--- src/rtl/dev_ram_streamer.sv ---
// dev_ram_streamer: byte-stream initiator for the dev_ram port.
// Write commands pack an incoming byte stream into RAM stores. Read commands
// unpack RAM loads into an outgoing byte stream. Aligned runs of 8 or more
// bytes use quad accesses. Unaligned heads and short tails use byte accesses.
// Byte order within a quad is big-endian: offset 0 is bits [63:56].

package pkg_ram;
    localparam int RAM_ADDRW = 17;

    typedef enum logic [1:0] {
        RAM_NOP   = 2'd0,
        RAM_LOAD  = 2'd1,
        RAM_STORE = 2'd2
    } ram_op_e;

    typedef enum logic [1:0] {
        RAM_BYTE = 2'd0,
        RAM_WORD = 2'd1,
        RAM_LONG = 2'd2,
        RAM_QUAD = 2'd3
    } ram_size_e;
endpackage

module dev_ram_streamer #(
    parameter int LEN_W = 17
) (
    input  logic                          clk,
    input  logic                          rst_n,
    input  logic                          cmd_valid,
    output logic                          cmd_ready,
    input  logic                          cmd_write,
    input  logic [pkg_ram::RAM_ADDRW-1:0] cmd_addr,
    input  logic [LEN_W-1:0]              cmd_len,
    input  logic                          in_valid,
    output logic                          in_ready,
    input  logic [7:0]                    in_data,
    output logic                          out_valid,
    input  logic                          out_ready,
    output logic [7:0]                    out_data,
    output logic                          done,
    output pkg_ram::ram_op_e              ram_op,
    output pkg_ram::ram_size_e            ram_size,
    output logic [pkg_ram::RAM_ADDRW-1:0] ram_addr,
    output logic [63:0]                   ram_data_in,
    input  logic [63:0]                   ram_data_out
);
    import pkg_ram::*;

    localparam int AW = RAM_ADDRW;

    typedef enum logic [2:0] {
        S_IDLE       = 3'd0,
        S_WR_COLLECT = 3'd1,
        S_WR_STORE   = 3'd2,
        S_RD_ISSUE   = 3'd3,
        S_RD_CAPTURE = 3'd4,
        S_RD_EMIT    = 3'd5,
        S_FINISH     = 3'd6
    } state_e;

    // A chunk is a quad only when the address is 8-byte aligned and at least
    // 8 bytes remain. Everything else goes out one byte at a time.
    function automatic logic chunk_is_quad(input logic [AW-1:0] a,
                                           input logic [LEN_W-1:0] r);
        return (a[2:0] == 3'd0) && (r >= LEN_W'(8));
    endfunction

    // Control and datapath state.
    state_e          state_q, state_d;
    logic [AW-1:0]   addr_q, addr_d;     // start address of the current chunk
    logic [LEN_W-1:0] rem_q, rem_d;      // bytes left, including current chunk
    logic [63:0]     buf_q, buf_d;       // collect / emit buffer
    logic [3:0]      cnt_q, cnt_d;       // bytes done within the current chunk

    // Registered outputs.
    logic            cmd_ready_q, cmd_ready_d;
    logic            in_ready_q, in_ready_d;
    logic            out_valid_q, out_valid_d;
    logic [7:0]      out_data_q, out_data_d;
    logic            done_q, done_d;
    ram_op_e         ram_op_q, ram_op_d;
    ram_size_e       ram_size_q, ram_size_d;
    logic [AW-1:0]   ram_addr_q, ram_addr_d;
    logic [63:0]     ram_data_in_q, ram_data_in_d;

    // Helpers for the chunk in progress and for the chunk being entered.
    logic            cur_quad_s;
    logic [3:0]      cur_len_s;
    logic [AW-1:0]   cur_astep_s;
    logic [LEN_W-1:0] cur_rstep_s;
    logic            nxt_quad_s;
    logic [63:0]     emit_shift_s;

    // Next-state, datapath and registered-output computation.
    always_comb begin
        state_d       = state_q;
        addr_d        = addr_q;
        rem_d         = rem_q;
        buf_d         = buf_q;
        cnt_d         = cnt_q;
        cmd_ready_d   = 1'b0;
        in_ready_d    = 1'b0;
        out_valid_d   = 1'b0;
        out_data_d    = out_data_q;
        done_d        = 1'b0;
        ram_op_d      = RAM_NOP;
        ram_size_d    = ram_size_q;
        ram_addr_d    = ram_addr_q;
        ram_data_in_d = ram_data_in_q;

        cur_quad_s  = chunk_is_quad(addr_q, rem_q);
        cur_len_s   = cur_quad_s ? 4'd8 : 4'd1;
        cur_astep_s = cur_quad_s ? AW'(8) : AW'(1);
        cur_rstep_s = cur_quad_s ? LEN_W'(8) : LEN_W'(1);

        case (state_q)
            S_IDLE: begin
                if (cmd_valid && cmd_ready_q) begin
                    addr_d = cmd_addr;
                    rem_d  = cmd_len;
                    cnt_d  = 4'd0;
                    if (cmd_len == LEN_W'(0)) begin
                        state_d = S_FINISH;
                    end else if (cmd_write) begin
                        state_d = S_WR_COLLECT;
                    end else begin
                        state_d = S_RD_ISSUE;
                    end
                end else begin
                    state_d = S_IDLE;
                end
            end
            S_WR_COLLECT: begin
                if (in_valid && in_ready_q) begin
                    buf_d = {buf_q[55:0], in_data};
                    cnt_d = cnt_q + 4'd1;
                    if (cnt_d == cur_len_s) begin
                        state_d = S_WR_STORE;
                    end else begin
                        state_d = S_WR_COLLECT;
                    end
                end else begin
                    state_d = S_WR_COLLECT;
                end
            end
            S_WR_STORE: begin
                addr_d = addr_q + cur_astep_s;
                rem_d  = rem_q - cur_rstep_s;
                cnt_d  = 4'd0;
                if (rem_d == LEN_W'(0)) begin
                    state_d = S_FINISH;
                end else begin
                    state_d = S_WR_COLLECT;
                end
            end
            S_RD_ISSUE: begin
                cnt_d   = 4'd0;
                state_d = S_RD_CAPTURE;
            end
            S_RD_CAPTURE: begin
                buf_d   = ram_data_out;
                cnt_d   = 4'd0;
                state_d = S_RD_EMIT;
            end
            S_RD_EMIT: begin
                if (out_valid_q && out_ready) begin
                    cnt_d = cnt_q + 4'd1;
                    if (cnt_d == cur_len_s) begin
                        addr_d = addr_q + cur_astep_s;
                        rem_d  = rem_q - cur_rstep_s;
                        cnt_d  = 4'd0;
                        if (rem_d == LEN_W'(0)) begin
                            state_d = S_FINISH;
                        end else begin
                            state_d = S_RD_ISSUE;
                        end
                    end else begin
                        state_d = S_RD_EMIT;
                    end
                end else begin
                    state_d = S_RD_EMIT;
                end
            end
            S_FINISH: begin
                state_d = S_IDLE;
            end
            default: begin
                state_d = S_IDLE;
            end
        endcase

        // Outputs are registered, so they are derived from the state being
        // entered and from the chunk that state will work on.
        nxt_quad_s   = chunk_is_quad(addr_d, rem_d);
        emit_shift_s = buf_d >> {(3'd7 - cnt_d[2:0]), 3'b000};

        case (state_d)
            S_IDLE: begin
                cmd_ready_d = 1'b1;
            end
            S_WR_COLLECT: begin
                in_ready_d = 1'b1;
            end
            S_WR_STORE: begin
                ram_op_d      = RAM_STORE;
                ram_size_d    = nxt_quad_s ? RAM_QUAD : RAM_BYTE;
                ram_addr_d    = addr_d;
                ram_data_in_d = nxt_quad_s ? buf_d : {56'd0, buf_d[7:0]};
            end
            S_RD_ISSUE: begin
                ram_op_d   = RAM_LOAD;
                ram_size_d = nxt_quad_s ? RAM_QUAD : RAM_BYTE;
                ram_addr_d = addr_d;
            end
            S_RD_CAPTURE: begin
                // dev_ram's output mux follows op/size/addr, so hold them.
                ram_op_d = RAM_LOAD;
            end
            S_RD_EMIT: begin
                out_valid_d = 1'b1;
                out_data_d  = nxt_quad_s ? emit_shift_s[7:0] : buf_d[7:0];
            end
            S_FINISH: begin
                done_d = 1'b1;
            end
            default: begin
                cmd_ready_d = 1'b0;
            end
        endcase
    end

    // State, datapath and output registers with synchronous active-low reset.
    always_ff @(posedge clk) begin
        if (!rst_n) begin
            state_q       <= S_IDLE;
            addr_q        <= '0;
            rem_q         <= '0;
            buf_q         <= 64'd0;
            cnt_q         <= 4'd0;
            cmd_ready_q   <= 1'b1;
            in_ready_q    <= 1'b0;
            out_valid_q   <= 1'b0;
            out_data_q    <= 8'd0;
            done_q        <= 1'b0;
            ram_op_q      <= RAM_NOP;
            ram_size_q    <= RAM_BYTE;
            ram_addr_q    <= '0;
            ram_data_in_q <= 64'd0;
        end else begin
            state_q       <= state_d;
            addr_q        <= addr_d;
            rem_q         <= rem_d;
            buf_q         <= buf_d;
            cnt_q         <= cnt_d;
            cmd_ready_q   <= cmd_ready_d;
            in_ready_q    <= in_ready_d;
            out_valid_q   <= out_valid_d;
            out_data_q    <= out_data_d;
            done_q        <= done_d;
            ram_op_q      <= ram_op_d;
            ram_size_q    <= ram_size_d;
            ram_addr_q    <= ram_addr_d;
            ram_data_in_q <= ram_data_in_d;
        end
    end

    assign cmd_ready   = cmd_ready_q;
    assign in_ready    = in_ready_q;
    assign out_valid   = out_valid_q;
    assign out_data    = out_data_q;
    assign done        = done_q;
    assign ram_op      = ram_op_q;
    assign ram_size    = ram_size_q;
    assign ram_addr    = ram_addr_q;
    assign ram_data_in = ram_data_in_q;

endmodule

--- config.mk ---
export PLATFORM = sky130hd
export DESIGN_NAME = dev_ram_streamer
export DESIGN_NICKNAME = d
export VERILOG_FILES = /design/src/rtl/dev_ram_streamer.sv
export SDC_FILE = /design/constraint.sdc
export NUM_CORES = 1
export LEC_CHECK = 0
export ABC_AREA = 1
export CORE_MARGIN = 2
export CORE_UTILIZATION = 50
export CTS_CLUSTER_SIZE = 24
export DETAILED_ROUTE_END_ITERATION = 10
export PLACE_DENSITY = 0.78
export SYNTH_ARGS = -nofsm -noshare
export SYNTH_HDL_FRONTEND = slang
export SYNTH_SLANG_ARGS = --single-unit
--- constraint.sdc ---
create_clock -name clk -period 4.3 [get_ports clk]
set_input_delay 0.86 -clock clk [delete_from_list [all_inputs] [get_ports clk]]
set_output_delay 0.86 -clock clk [all_outputs]
set_load 0.03 [all_outputs]
Yosys cells after proc, flatten, opt, wreduce, memory -nomap -nowiden
Index checks and enable logic that the tools add are counted.

word-level totals
  bits in registers = 202
  bits of input ports = 112
  output and inout port bits = 97
  word-level logic and storage cells = 88

cells by class
  add/subtract/negate cells = 4
  $lt $le $gt $ge = 2
  eq/ne operators = 15
  shifts and indexed selects = 1
  muxes and demuxes = 35
  reductions and logical operators = 16

operators by type and width
  cell                   number
  $mux W64               2
  $pmux W64 S2           1
  $mux W17               6
  $pmux W17 S3           2
  $shr A64 B6 Y8         1
  $ge A17 B4 Y1 const B  2
  $logic_not A17 Y1      2
  $mux W4                6
  $mux W3                7
  $pmux W3 S6            1
  $add A17 B4 Y17        1
  $sub A17 B4 Y17        1
  $pmux W4 S4            1
  $eq A3 B3 Y1 const B   5
  $eq A3 B2 Y1 const B   4
  $logic_not A3 Y1       4
  $mux W8                1
  $eq A3 B1 Y1 const B   2
  $mux W2                3
  $ne A2 B2 Y1 const B   3
  $logic_and A1 B1 Y1    5
  $add A4 B1 Y4 const B  1
  $eq A4 B4 Y1           1
  $mux W1                4
  other kinds (6)        7

Logic depth before layout (Yosys ltp)
  depth in word-level cells = 12
  mapped depth = 28
  mapped depth without buffers = 27

Worst setup path after synthesis
No wires, ideal clock.

  kind = register -> register
  start = register rem_q[4]
  end = register out_data_q[0], in the netlist out_data[0]
  setup time = 0.132 ns
  arrival = 2.870 ns
  data required time = 4.168 ns
  path slack = 1.298 ns
  stages on the path, launching flop included = 24
  buffers on the path = 0
  period minus slack after synthesis = 3.002 ns
  path through = dfxtp_1 -> or2_0 -> nor2_1 -> nand2_1 -> nand2_2 -> ha_1 -> ha_1 -> nand2_1 -> nand2_1 -> nand2_1 -> nor2_2 -> nand2_1 -> nor3_1 -> inv_1 -> nand2_1 -> nand2_1 -> nor3_1 -> nand4_1 -> nand2_1 -> inv_1 -> nor2_4 -> clkinv_1 -> nand2_1 -> a21oi_1

on the way
  longest elaborated chain between the ends = 10
  elaborated cells on any way between the ends = 32
  those cells by class = add/sub (3); order compare (2); eq/ne (2); shift (1); mux (20); reduce/logical (4)

ends and longest elaborated chain
  what                                               RTL line       text
  from (decl)                                        71             logic [LEN_W-1:0] rem_q, rem_d;
  from (signal assigned)                             252            rem_q <= rem_d;
  $ge A17 B4 Y1                                      65             return (a[2:0] == 3'd0) && (r >= LEN_W'(8));
  $logic_and A1 B1 Y1                                65
  $mux W4                                            112, 113, 114
  $sub A17 B4 Y17, or another cell as far along      148, 170
  $mux W17, or another cell as far along             168            if (cnt_d == cur_len_s) begin
  $mux W17, or another cell as far along             166            if (out_valid_q && out_ready) begin
  $pmux W17 S3, or another cell as far along         116            case (state_q)
  $ge A17 B4 Y1, or another cell as far along        65
  $logic_and A1 B1 Y1, or another cell as far along  65
  $mux W8 or $eq A3 B3 Y1 (tied branches)            221, 197
  to (signal assigned)                               258            out_data_q <= out_data_d;
  to (decl)                                          79             logic [7:0] out_data_q, out_data_d;

Parallel ways exist; a longest one is shown, timed or not. The select of a mux whose other input is x is not followed.
A chain may end at the register's enable or synchronous reset.

Worst setup path after layout
  start = register rem_q[14]
  end = register out_data_q[5], in the netlist out_data[5]

The elaborated chain is that of the path after synthesis.

==> results.cfg <==
[status]
status = finished clean

[synthesis]
yosysMostFrequentCell = nand2_1
synth.top_cell.area_share_pct = 39.2
netlist_instances = 1533
yosys.area.top_type = dfxtp_1
ys_ff_latch = 201
synth_area_per_cell_um2 = 6.69
syn_area_um2 = 10300
async_reset_ff_share_pct = 0
synthDistinctLibCells = 47
synth_area_leaders = dfxtp_1 (39%), nand2_1 (14%), nand3_1 (8.2%)
ys_top_cells_by_count = nand2_1 (391), inv_1 (210), dfxtp_1 (201)
synth_ff_type = dfxtp_1
synth_edf_count = 0
ys_seq_area_share_pct = 39.2
ys_warn_count = 0
mappedNetlistNets = 1653

[global_route]
grt_antenna_before_repair = 0
grt_pass1_wl_um = 56000
grt_max_degree = 80
grt_pass1_vias = 10800
grt.overflow.total = 0
grt_use_total_pct = 31.8

[detailed_routing]
vias = 11200
wirelength_um = 35100
routedWlPerCell_um = 17.6
via_per_inst = 5.60
ant_nets = 0
dr.pass1.iters = 8
drt_iter0_markers = 1075
drc_errors = 0

[clock_network]
ctsResizeCount = 0
clk_path_buf_depth = 3
cts_tree = yes
htreeDepth = 1
post_cts_buffers = 0
clkLatencyLatePin_ps = 520
cts_buffers = 23
clk_pin_slew_ps = 60
hold_buffers = 0
cts-root-buf = clkbuf_16
numClockSinks = 201

[sta]
final-hold-violation-count = 0
rsz0062_at_grt = false
timing.fmax_ghz = 0.270
period_share_pct = 86.1
skew_ps = 14.8
final-setup-viol-count = 0
tightest_slew_ps = 824
min_period_ps = 3700
finalSetupTns_ps = 0
max_slew_margin_pct = 45.1
slew_violations = 0
layout_setup_ws_ps = 597

[critical_path]
worst-r2r-setup-slack_ps = 600
path_buf_inv = 3
slowest_stage = dfxtp_1
startpoint_type = flop
cp_max_fo = 9
cp_top_family = simple AND/OR/NAND/NOR gates
crit_chain = nor2_1, nand2_1, nor2_1, nand2_1, nand2_2, ha_1, ha_1, nand2_1, nand2_1, nand2_1, nor2_2, nand2_1, xor2_1, inv_1, nor3_1, nand4_1, nand2_1, inv_1, nor2_4, clkinv_1, nand2_1, a21oi_1
r2r_start = rem_q[14]$_SDFF_PN0_
cp-end-kind = flop
rr_endpoint = out_data[5]$_SDFFE_PN0P_
cp_slowest_stage_delay_ps = 350
crit_arrival_ps = 4090
reg2regPathDepth = 22
worstPathRequired_ps = 4690
critPathKind = flop to flop
cp_common_cell = nand2_1

[pwr]
ir_worst_vdd_mv = 0.267
p_leak_nw = 5.56
totalPowerFinal_w = 0.00703
powerDensity_nw_per_um2 = 528

[floorplan]
die_area_um2 = 21700
fp.dieW_um = 147
die_y_um = 147
initial_core_util_pct = 50.9
rows = 52
pin_count = 209
coreArea_um2 = 20200

[place]
globalplace.congestion = 0.962
post-place-ws_ps = 665
dpl.hpwl_um = 25200
dpl_cell_area_um2 = 12500
port_buffers = 208

[hold_path]
min_to = ram_data_in[63]$_SDFFE_PN0P_
min-delay-start = ram_data_in[63]$_SDFFE_PN0P_
hp-class = flop to flop
hold-path-cell-count = 2

[finish]
fin_util_pct = 66.0
design_area_um2 = 13300
drive_gt1_share_pct = 5.34
antennaDiodeCount = 0
fin_nets = 1828
syn2layout_area_growth_pct = 29.8

[run]
cap_violations = 0
[area by class of cell]
| type | instances | area, um2 |
|---|---|---|
| Clock buffer | 28 | 634 |
| Clock inverter | 13 | 159 |
| Fill cell | 1838 | 6850 |
| Inverter | 219 | 823 |
| Timing Repair Buffer | 231 | 2290 |
| Sequential cell | 201 | 4020 |
| Tap cell | 270 | 338 |
| Multi-Input combinational cell | 1032 | 5050 |
[placed cells by master (no fill, tap or decap), types with 4 or more instances in the layout]
master	instances
nor4_1	4
o221ai_1	39
a21oi_1	57
clkbuf_8	4
ha_1	8
inv_1	209
buf_4	20
clkinv_1	4
clkinv_2	5
nand4_1	43
clkdlybuf4s50_1	207
a221oi_1	4
o21ai_0	54
nand2_2	5
a31oi_1	15
nor3_1	12
dfxtp_1	201
inv_2	5
nor2_1	153
xor2_1	12
nand3_1	168
a22oi_1	10
clkbuf_16	23
nand2_1	390
a21boi_0	8
o211ai_1	11
o21ai_1	4
a211oi_1	5
[routing by layer]
layer | share of wire (%) | global-route usage [%] | vias to the layer above
met5 | 0 | 0 | -
met4 | 4.5 | 14.2 | 0
met3 | 7.9 | 4.22 | 81
met2 | 47 | 53.1 | 573
met1 | 41 | 41.3 | 5143
li1 | - | - | 5365
[sequential cells by signal (all words and copies together) (netlist names), 2 cells and up]
signal and cells:
state_q 3, out_data 8, ram_addr 17, ram_op 2, ram_data_in 64, buf_q 64
cnt_q 4, addr_q 17, rem_q 17
[stage by stage]
stage	hold WS, ps	cells
floorplan	459	1533
global placement	459	1953
detailed placement	460	1953
CTS	471	1994
global route	493	1994
finish	468	1994
[worst max-delay path by stage]
| stage | from | end | slack [ps] | depth (start not counted) |
|---|---|---|---|---|
| 2_1_floorplan | rem_q[4]$_SDFF_PN0_ | out_data[0]$_SDFFE_PN0P_ | 1300 | 23 |
| 3_3_place_gp | rem_q[11]$_SDFF_PN0_ | out_data[7]$_SDFFE_PN0P_ | 680 | 22 |
| 3_5_place_dp | rem_q[11]$_SDFF_PN0_ | ram_data_in[9]$_SDFFE_PN0P_ | 660 | 27 |
| 4_1_cts | rem_q[11]$_SDFF_PN0_ | out_data[5]$_SDFFE_PN0P_ | 630 | 22 |
| 5_1_grt | rem_q[14]$_SDFF_PN0_ | out_data[2]$_SDFFE_PN0P_ | 120 | 27 |
| 6_report | rem_q[14]$_SDFF_PN0_ | out_data[5]$_SDFFE_PN0P_ | 600 | 22 |
[cell families (layout without fill, tap and decap cells)]
kind of cell | Yosys count | after routing | share of synthesized area (%)
buffers and inverters | 300 | 491 | 11.6
flip-flops | 201 | 201 | 39.2
AO/OA/AOI/OAI | 216 | 216 | 13.5
AND/OR/NAND/NOR | 793 | 793 | 33.4
adder cells (fa/ha/maj) | 8 | 8 | 0.976
XOR/XNOR | 15 | 15 | 1.28
[power by group]
group	total [W]	leakage (nW)	switching, W	internal (W)
sequential	0.00218	1.63	0.000150	0.00203
combinational	0.00278	3.55	0.00186	0.000923
clock	0.00207	0.385	0.000832	0.00124
total	0.00703	5.56	0.00284	0.00419
[worst reg2reg max path: stages, from the launching register on]
cell and delay (ps):
dfxtp_1 350, nor2_1 210, nand2_1 80, nor2_1 160, nand2_1 110, nand2_2 130, ha_1 190, ha_1 180
nand2_1 60, nand2_1 50, nand2_1 80, nor2_2 140, nand2_1 100, xor2_1 260, inv_1 110, nor3_1 310
nand4_1 140, nand2_1 130, inv_1 100, nor2_4 230, clkinv_1 260, nand2_1 120, a21oi_1 70
No activity file was read; power rests on OpenSTA's default activity.
==> RTL change (same flow settings) <==
Set the parameter `LEN_W` to 21 (it was 17).
--- a/src/rtl/dev_ram_streamer.sv
+++ b/src/rtl/dev_ram_streamer.sv
@@ -23,5 +23,5 @@
 
 module dev_ram_streamer #(
-    parameter int LEN_W = 17
+    parameter int LEN_W = 21
 ) (
     input  logic                          clk,
Interface: changed (resized cmd_len); port bits go from 209 to 213. No check against the original RTL was run, so the function may have changed too.
==> RTL change against the original RTL <==
  * First-iteration DRC count fell by 6.5%
  * Cell area rose by 2.7%
  * Area after synthesis rose by 1.3%
  * Critical path depth rose by 2
  * Maximum frequency fell by 6.4%
  * Combinational power rose by 46%
  * Sequential cell count rose by 4
  * Highest routed layer unchanged
  * Die area rose by 1.3%
  * Setup slack got worse by 0.25 ns
  * Wire length rose by 5.9%
  * Clock power fell by 6%
  * Power rose by 18%
==> RTL change: results (changes against the original RTL) <==
grt:
  grtUsageMet1_pct: 44.7  # +3.4 points
  use_met2_pct: 53.1  # +0.064 points
  grt_pass1_wl_um: 57300  # +2.5%
  grt_use_met3_pct: 6.35  # +2.1 points
  grt_util_all_layers_pct: 32.7  # +0.84 points
  grt_pass1_vias: 10900  # +0.80%
  antenna_found_initial: 0  # unchanged
  grt_max_degree: 76  # -5.0%
final_layout:
  nNetsFinal: 1875  # +2.6%
  fin_cells: 2038  # +2.2%
  final_area_um2: 13700  # +2.7%
  fill_cells: 1771  # -3.6%
  drive_above_1_share_pct: 6.96  # +1.6 points
power:
  finalPower_uw: 8330  # +18%
  powerClk_uw: 1950  # -6%
  power.net_switching_uw: 3710  # +31%
  power_frac_seq_pct: 28.0  # -3.0 points
  p_leak_uw: 0.00576  # +3.6%
  irDropWorstVdd_mv: 0.322  # +21%
clock_network:
  h-tree-depth: 1  # unchanged
  clk_pin_slew_worst_paths_ns: 0.06  # about the same
  cts_setup_buffers: 0  # unchanged
  cts_buffer_depth: 3  # unchanged
run_status:
  status: "completed"
yosys:
  synthCells: 1548  # +0.98%
  synth_cell_type_count: 51  # +8.5%
  synthTopCellsByArea: "dfxtp_1, nand2_1, nor2_1"
  async_flop_share_pct: 0  # unchanged
  yosys-top-cells-count: "nand2_1, nor2_1, dfxtp_1"
  synth_nets: 1671  # +1.1%
  yosysSeqAreaShare_pct: 39.5  # +0.27 points
detailed_routing:
  first_iter_violations: 1005  # -6.5%
  vias_per_cell: 5.60  # about the same
  wire_per_inst_um: 18.2  # +3.6%
  met3_length_um: 3560  # +28%
  routed-wl-met2_um: 17100  # +3.9%
  firstDrtPassIters: 7  # -1
  met1Wirelength_um: 15700  # +9.7%
  top_layer_used: "met4"
critical_path:
  r2r_cells: 24  # +9.1%
  slowest_delay_ns: 0.32  # -0.03 ns
  crit_family: "simple AND/OR/NAND/NOR gates"
  worstReg2RegEnd: "ram_addr[15]$_SDFFE_PN0P_"
  crit_fanout: 25  # +16
  cp_data_arrival_time_ns: 4.40  # +0.31 ns
  cp-endpoint: "ram_addr[15]$_SDFFE_PN0P_"
  setup.worst_path.start: "rem_q[5]$_SDFF_PN0_"
place:
  place_congestion: 0.966  # +0.38%
  hpwl_um: 27100  # +7.5%
  io_buffers: 212  # +1.9%
  dp_slack_ns: 0.299  # -0.365 ns
  dpl_cell_area_um2: 12900  # +3.1%
timing:
  slew_headroom_pct: 37.8  # -7.3 points
  fin_crit_sh_pct: 92.0  # +5.9 points
  finClkSkew_ns: 0.0149  # +0.000132 ns
  holdWs_ns: 0.462  # -0.00552 ns
hold_path:
  timing.hold.worst.start: "ram_data_in[55]$_SDFFE_PN0P_"
  min_to: "ram_data_in[55]$_SDFFE_PN0P_"
  min_path_type: "register to register"
==> RTL change: changes by cell type in the layout (fill, tap and decap cells not counted), moves of 8 or more <==
| cell | delta |
|---|---|
| buf_4 | +23 |
| a221oi_1 | +33 |
| nand3_1 | -70 |
| a21oi_1 | +24 |
| inv_1 | -29 |
| nand4_1 | -11 |
| o221ai_1 | -25 |
| nor2_1 | +55 |
| a21boi_0 | -8 |
| xor2_1 | +10 |
| o21ai_0 | +8 |
| nand2_1 | +17 |
==> RTL change: layout make-up <==
type,count,area share (%)
clock inverter,9,0.585
inverter,192,5.29
timing repair buffer,259,18.4
tap,270,2.47
multi-input combinational,1071,38.4
sequential,205,30.0
clock buffer,32,4.82
==> RTL change: cell families (layout without fill, tap and decap cells) <==
logic type,Yosys count,count (layout),synth area share [%]
AOI/OAI and AO/OA,245,245,15.0
DFF,205,205,39.5
xor gates and xnor gates,26,26,2.19
adders and majority gates,7,7,0.843
buffers and inverters,272,492,10.3
and+or+nand+nor,793,793,32.2
